--- src/rtl/branch_predictor_if.sv ---
// Fetch/execute-side signal bundle of the branch predictor.
// The pipeline drives the master side; the predictor implements the slave side.
interface branch_predictor_if;
    logic [31:0] pc_f;
    logic        pred_taken_f;
    logic [31:0] pred_target_f;

    logic        valid_e;
    logic        is_cti_e;
    logic [31:0] pc_e;
    logic        pred_taken_e;
    logic [31:0] pred_target_e;
    logic        br_taken_e;
    logic [31:0] target_e;

    logic        flush_o;
    logic [31:0] redirect_pc_o;
    logic [31:0] cti_cnt_o;
    logic [31:0] mispred_cnt_o;

    modport master (
        output pc_f,
        output valid_e,
        output is_cti_e,
        output pc_e,
        output pred_taken_e,
        output pred_target_e,
        output br_taken_e,
        output target_e,
        input  pred_taken_f,
        input  pred_target_f,
        input  flush_o,
        input  redirect_pc_o,
        input  cti_cnt_o,
        input  mispred_cnt_o
    );

    modport slave (
        input  pc_f,
        input  valid_e,
        input  is_cti_e,
        input  pc_e,
        input  pred_taken_e,
        input  pred_target_e,
        input  br_taken_e,
        input  target_e,
        output pred_taken_f,
        output pred_target_f,
        output flush_o,
        output redirect_pc_o,
        output cti_cnt_o,
        output mispred_cnt_o
    );
endinterface

--- src/rtl/branch_predictor.sv ---
// Fetch-side branch predictor: 2-bit saturating-counter BHT with a tagged BTB,
// trained from execute-stage resolution, raising flush/redirect on mispredict.
module branch_predictor #(
    parameter  int ENTRIES = 16,
    localparam int IDX_W   = $clog2(ENTRIES),
    localparam int TAG_W   = 30 - IDX_W
) (
    input logic               clk,
    input logic               rst_n,
    branch_predictor_if.slave bp
);

    logic             valid_q [ENTRIES];
    logic [1:0]       ctr_q   [ENTRIES];
    logic [TAG_W-1:0] tag_q   [ENTRIES];
    logic [31:0]      tgt_q   [ENTRIES];

    logic [IDX_W-1:0] idx_f;
    logic [TAG_W-1:0] tag_f;
    logic             hit_f;

    logic [IDX_W-1:0] idx_e;
    logic [TAG_W-1:0] tag_e;
    logic             hit_e;
    logic             cti_vld_e;
    logic             mis_e;
    logic             flush;
    logic [31:0]      next_pc_e;

    logic [31:0]      cti_cnt_q;
    logic [31:0]      mispred_cnt_q;

    logic             unused_lsbs;

    function automatic logic [1:0] sat_inc(input logic [1:0] c);
        return (c == 2'b11) ? c : c + 2'b01;
    endfunction

    function automatic logic [1:0] sat_dec(input logic [1:0] c);
        return (c == 2'b00) ? c : c - 2'b01;
    endfunction

    // PCs are word aligned; the low two bits never select anything.
    assign unused_lsbs = ^{bp.pc_f[1:0], bp.pc_e[1:0]};

    // ---- fetch lookup: reads the registered table, no bypass from the update port
    assign idx_f = bp.pc_f[IDX_W+1:2];
    assign tag_f = bp.pc_f[31:IDX_W+2];
    assign hit_f = valid_q[idx_f] && (tag_q[idx_f] == tag_f);

    assign bp.pred_taken_f  = rst_n & hit_f & ctr_q[idx_f][1];
    assign bp.pred_target_f = hit_f ? tgt_q[idx_f] : 32'h0;

    // ---- execute resolution
    assign idx_e     = bp.pc_e[IDX_W+1:2];
    assign tag_e     = bp.pc_e[31:IDX_W+2];
    assign hit_e     = valid_q[idx_e] && (tag_q[idx_e] == tag_e);
    assign cti_vld_e = bp.valid_e & bp.is_cti_e;

    always_comb begin
        mis_e = 1'b0;
        if (bp.is_cti_e) begin
            mis_e = (bp.pred_taken_e != bp.br_taken_e) ||
                    (bp.br_taken_e && (bp.pred_target_e != bp.target_e));
        end else begin
            // A predicted-taken non-CTI means fetch was steered by an aliasing entry.
            mis_e = bp.pred_taken_e;
        end
    end

    assign next_pc_e = (bp.br_taken_e && bp.is_cti_e) ? bp.target_e : bp.pc_e + 32'd4;
    assign flush     = rst_n & bp.valid_e & mis_e;

    assign bp.flush_o       = flush;
    assign bp.redirect_pc_o = flush ? next_pc_e : 32'h0;

    // ---- table update, one edge after resolution; reset takes priority
    always_ff @(posedge clk) begin
        if (!rst_n) begin
            for (int i = 0; i < ENTRIES; i++) begin
                valid_q[i] <= 1'b0;
                ctr_q[i]   <= 2'b01;
                tag_q[i]   <= '0;
                tgt_q[i]   <= 32'h0;
            end
        end else if (bp.valid_e) begin
            if (bp.is_cti_e) begin
                if (hit_e) begin
                    ctr_q[idx_e] <= bp.br_taken_e ? sat_inc(ctr_q[idx_e]) : sat_dec(ctr_q[idx_e]);
                    if (bp.br_taken_e) begin
                        tgt_q[idx_e] <= bp.target_e;
                    end
                end else if (bp.br_taken_e) begin
                    // Allocate weakly taken so one not-taken outcome flips the prediction.
                    valid_q[idx_e] <= 1'b1;
                    tag_q[idx_e]   <= tag_e;
                    tgt_q[idx_e]   <= bp.target_e;
                    ctr_q[idx_e]   <= 2'b10;
                end
            end else if (hit_e) begin
                valid_q[idx_e] <= 1'b0;
            end
        end
    end

    // ---- statistics counters, free-running with natural 32-bit wrap
    always_ff @(posedge clk) begin
        if (!rst_n) begin
            cti_cnt_q     <= 32'h0;
            mispred_cnt_q <= 32'h0;
        end else begin
            if (cti_vld_e) begin
                cti_cnt_q <= cti_cnt_q + 32'd1;
            end
            if (flush) begin
                mispred_cnt_q <= mispred_cnt_q + 32'd1;
            end
        end
    end

    assign bp.cti_cnt_o     = cti_cnt_q;
    assign bp.mispred_cnt_o = mispred_cnt_q;

endmodule
--- src/flat_wrapper.sv ---
// flat-port wrapper written by rule: the top's interface ports become plain ports
module branch_predictor_flat 
#(
    parameter  int ENTRIES = 16,
    localparam int IDX_W   = $clog2(ENTRIES),
    localparam int TAG_W   = 30 - IDX_W
)
  (clk, rst_n, bp_pc_f, bp_valid_e, bp_is_cti_e, bp_pc_e, bp_pred_taken_e, bp_pred_target_e, bp_br_taken_e, bp_target_e, bp_pred_taken_f, bp_pred_target_f, bp_flush_o, bp_redirect_pc_o, bp_cti_cnt_o, bp_mispred_cnt_o);
  branch_predictor_if bp_i ();
  input logic clk;
  input logic rst_n;
  input wire logic [$bits(bp_i.pc_f)-1:0] bp_pc_f;
  input wire logic [$bits(bp_i.valid_e)-1:0] bp_valid_e;
  input wire logic [$bits(bp_i.is_cti_e)-1:0] bp_is_cti_e;
  input wire logic [$bits(bp_i.pc_e)-1:0] bp_pc_e;
  input wire logic [$bits(bp_i.pred_taken_e)-1:0] bp_pred_taken_e;
  input wire logic [$bits(bp_i.pred_target_e)-1:0] bp_pred_target_e;
  input wire logic [$bits(bp_i.br_taken_e)-1:0] bp_br_taken_e;
  input wire logic [$bits(bp_i.target_e)-1:0] bp_target_e;
  output wire logic [$bits(bp_i.pred_taken_f)-1:0] bp_pred_taken_f;
  output wire logic [$bits(bp_i.pred_target_f)-1:0] bp_pred_target_f;
  output wire logic [$bits(bp_i.flush_o)-1:0] bp_flush_o;
  output wire logic [$bits(bp_i.redirect_pc_o)-1:0] bp_redirect_pc_o;
  output wire logic [$bits(bp_i.cti_cnt_o)-1:0] bp_cti_cnt_o;
  output wire logic [$bits(bp_i.mispred_cnt_o)-1:0] bp_mispred_cnt_o;
  assign bp_i.pc_f = bp_pc_f;
  assign bp_i.valid_e = bp_valid_e;
  assign bp_i.is_cti_e = bp_is_cti_e;
  assign bp_i.pc_e = bp_pc_e;
  assign bp_i.pred_taken_e = bp_pred_taken_e;
  assign bp_i.pred_target_e = bp_pred_target_e;
  assign bp_i.br_taken_e = bp_br_taken_e;
  assign bp_i.target_e = bp_target_e;
  assign bp_pred_taken_f = bp_i.pred_taken_f;
  assign bp_pred_target_f = bp_i.pred_target_f;
  assign bp_flush_o = bp_i.flush_o;
  assign bp_redirect_pc_o = bp_i.redirect_pc_o;
  assign bp_cti_cnt_o = bp_i.cti_cnt_o;
  assign bp_mispred_cnt_o = bp_i.mispred_cnt_o;
  branch_predictor #(.ENTRIES(ENTRIES)) u_core (.clk(clk), .rst_n(rst_n), .bp(bp_i));
endmodule
--- config.mk ---
export PLATFORM = sky130hd
export DESIGN_NAME = branch_predictor_flat
export DESIGN_NICKNAME = d
export VERILOG_FILES = /design/src/rtl/branch_predictor_if.sv /design/src/rtl/branch_predictor.sv /design/src/flat_wrapper.sv
export SDC_FILE = /design/constraint.sdc
export NUM_CORES = 2
export LEC_CHECK = 0
export CELL_PAD_IN_SITES_DETAIL_PLACEMENT = 0
export CELL_PAD_IN_SITES_GLOBAL_PLACEMENT = 2
export CORE_MARGIN = 2
export CORE_UTILIZATION = 44
export CTS_CLUSTER_SIZE = 24
export DETAILED_ROUTE_END_ITERATION = 6
export PLACE_DENSITY_LB_ADDON = 0.1
export SYNTH_ARGS = -nofsm -noshare
export SYNTH_HDL_FRONTEND = slang
export SYNTH_SLANG_ARGS = --single-unit
--- constraint.sdc ---
create_clock -name clk -period 6.82 [get_ports clk]
set_input_delay 0.682 -clock clk [delete_from_list [all_inputs] [get_ports clk]]
set_output_delay 0.682 -clock clk [all_outputs]
set_load 0.05 [all_outputs]
==> out/results.txt <==
Status: complete, no violations
Clock Latency Late Sink: 0.73 ns
H-tree depth: 3
Fin. Hold Viols: 0
Max Used Layer: met5
First-pass GRT wire length: 259,000 um
Asr flop ratio synth: 0%
Port Buffer Count: 261
Worst Tran Pin Value: 1.41 ns
Max IR drop VDD: 0.231 mV
Metal-1 WL: 74,300 um
Highest clock rate: 0.149 GHz
Final slew viol count: 0
Register bit total from synthesis: 1,040
Fin nets: 4,032
Die Span Y: 351 um
Die X: 351 um
Antenna viol nets, final: 0
Post-layout power: 15.3 mW
CP startpoint kind: input pin
Most common cell after layout, fill and taps aside: edfxtp_1
Via-to-Cell Ratio: 6.15
WL/cell: 33.2 um
Layout cells sized above 1: 20.5%
TritonRoute pass-1 iters: 6
FP Rows: 127
Cells after Synth: 3,743
Routed via count: 34,500
WHS Path Cells: 3
Setup Viol. Count Final: 0
IO Pins: 264
GRT Overall Usage: 30.1%
Max_cap viols: 0
Core Area: 0.120 mm2
Final WL: 186,000 um
Syn nets: 3,883
Critical path startpoint: bp_target_e[21]
Die area: 0.123 mm2
Post-CTS sizing: 0
Power per cell area: 248 mW/mm2
Setup Buffers After CTS: 0
Part of the cycle the worst path needs: 98.5%
CTS tree: yes
Commonest cells after routing, fill and taps aside: edfxtp_1 (960), and2_1 (907), mux4_2 (380)
Syn Area/Cell: 14.2 um2
Mapped cell area: 0.0530 mm2
Ys flop type: edfxtp_1
Vias in the first global route: 34,700
Skew final: 0.0239 ns
Leak Pwr: 21.2 nW
Tightest Hold Check Type: input pin to flop
Clock sinks: 1,040
DRC viols: 0
Register area share after synthesis: 57.4%
Fin Setup TNS: 0 ns
Clk pin slew, worst setup/hold paths: 0.06 ns
Arr. time, crit path: 6.03 ns
Clk buf depth: 3
CP Capture Type: output pin
Grt total ovfl: 0
First DRT Iteration DRCs: 4,577
RR Endpoint: u_core.tag_q[7][17]
Post-CTS Hold Buffers: 0
Antenna violations before repair: 19
Placed wire-length estimate: 116,000 um
Required @ worst endpoint: 6.14 ns
Layout area overhead: 16.5%
WS Path Type: input pin to output pin
R2r worst-path depth: 9
Metal2 WL: 89,000 um
Pin count of the biggest net entering global routing: 105
Num CTS Buffers: 114
RR Startpoint: u_core.tag_q[5][17]
Met3 wire length: 16,500 um
Fill cell total of the finished layout: 10,100
RSZ-0062 raised after global routing: false
Initial Util: 44.3%
Number of synthesized flops with an enable pin: 960
Relative slew margins: 4.91%
RePlAce Congestion: 0.879
Reg2Reg Setup Slack: 2.41 ns
Crit path to: bp_redirect_pc_o[30]
Root buffer cell: clkbuf_16
Syn. warnings: 0
Synth cell types: 66
Min Clock Period, post-route: 6.72 ns
Crit-path max FO: 19
## worst max-delay path, stage by stage
cell and delay, ns:
clkdlybuf4s50_1 1.03, xor2_1 0.41, nor4_1 1.19, nand4_1 0.50, nor4_1 0.35, or3_2 0.53, buf_4 0.35, a311oi_1 0.12
clkdlybuf4s50_1 0.79
## metal layers
layer  track usage (%)  vias up
met2              49.1     1848
met3              5.47      310
met5                 0        -
met1              41.1    18000
met4              9.07        8
li1                  -    14300
## power breakdown
group          internal [mW]  total, mW  switching (mW)
Sequential              7.26       7.38           0.115
Clock                   3.65       6.34            2.69
Combinational          0.659       1.63           0.974
## metrics by stage
stage	hold WS (ns)	util (%)	setup WS, ns	instance area, um2	instances
floorplan	0.496	-	1.11	53000	3743
global placement	0.493	48.4	0.315	58000	5388
detailed placement	0.511	48.4	0.384	58000	5388
CTS	0.416	51.6	0.375	61800	5602
global route	0.447	51.6	0.103	61800	5603
finish	0.460	51.6	0.104	61800	5606
## final cells by class
class	count	area (um2)	share of cell area [%]
clock buffer	147	3050	4.93
tap	1612	2020	3.26
antenna	4	10.0	0.0162
inverter	20	75.1	0.121
clock inverter	67	737	1.19
timing repair buffer	405	4110	6.66
multi-input combinational	2311	21400	34.6
sequential	1040	30400	49.2
## how the worst min path moves through the flow
stage | from | endpoint | slack (ns)
CTS | rst_n | u_core.valid_q[13] | 0.42
floorplan | u_core.valid_q[13] | u_core.valid_q[13] | 0.50
finish | rst_n | u_core.valid_q[12] | 0.46
global placement | u_core.bp.mispred_cnt_o[18] | u_core.bp.mispred_cnt_o[18] | 0.49
detailed placement | u_core.bp.cti_cnt_o[26] | u_core.bp.cti_cnt_o[26] | 0.51
global route | rst_n | u_core.valid_q[14] | 0.45
## registers in the layout, indices dropped and copies added, names as in the netlist
register,cells
u_core.tgt_q,512
u_core.tag_q,416
u_core.bp.cti_cnt_o,32
u_core.bp.mispred_cnt_o,32
u_core.ctr_q,32
u_core.valid_q,16
## Yosys cell counts, types with 55 or more instances
cell type    n  area (um2)
mux4_2     380        8560
nand2_1     88         330
clkbuf_1   281        1050
buf_1       55         206
xor2_1      79         692
nor2_1     110         413
dfxtp_1     80        1600
xnor2_1     86         753
mux2i_1     89         891
nor3_1      65         325
edfxtp_1   960       28800
and2_1     906        5670
nand3_1     72         360
## kinds of logic after synthesis
logic type,count (synthesis),synth area share (%)
muxes,470,17.8
xor gates and xnor gates,165,2.73
and+or+nand+nor,1428,15.7
adders and majority gates,6,0.142
AOI/OAI and AO/OA,242,3.12
buffers and inverters,392,3.07
DFF,1040,57.4
Power figures use the tool's default switching activity.
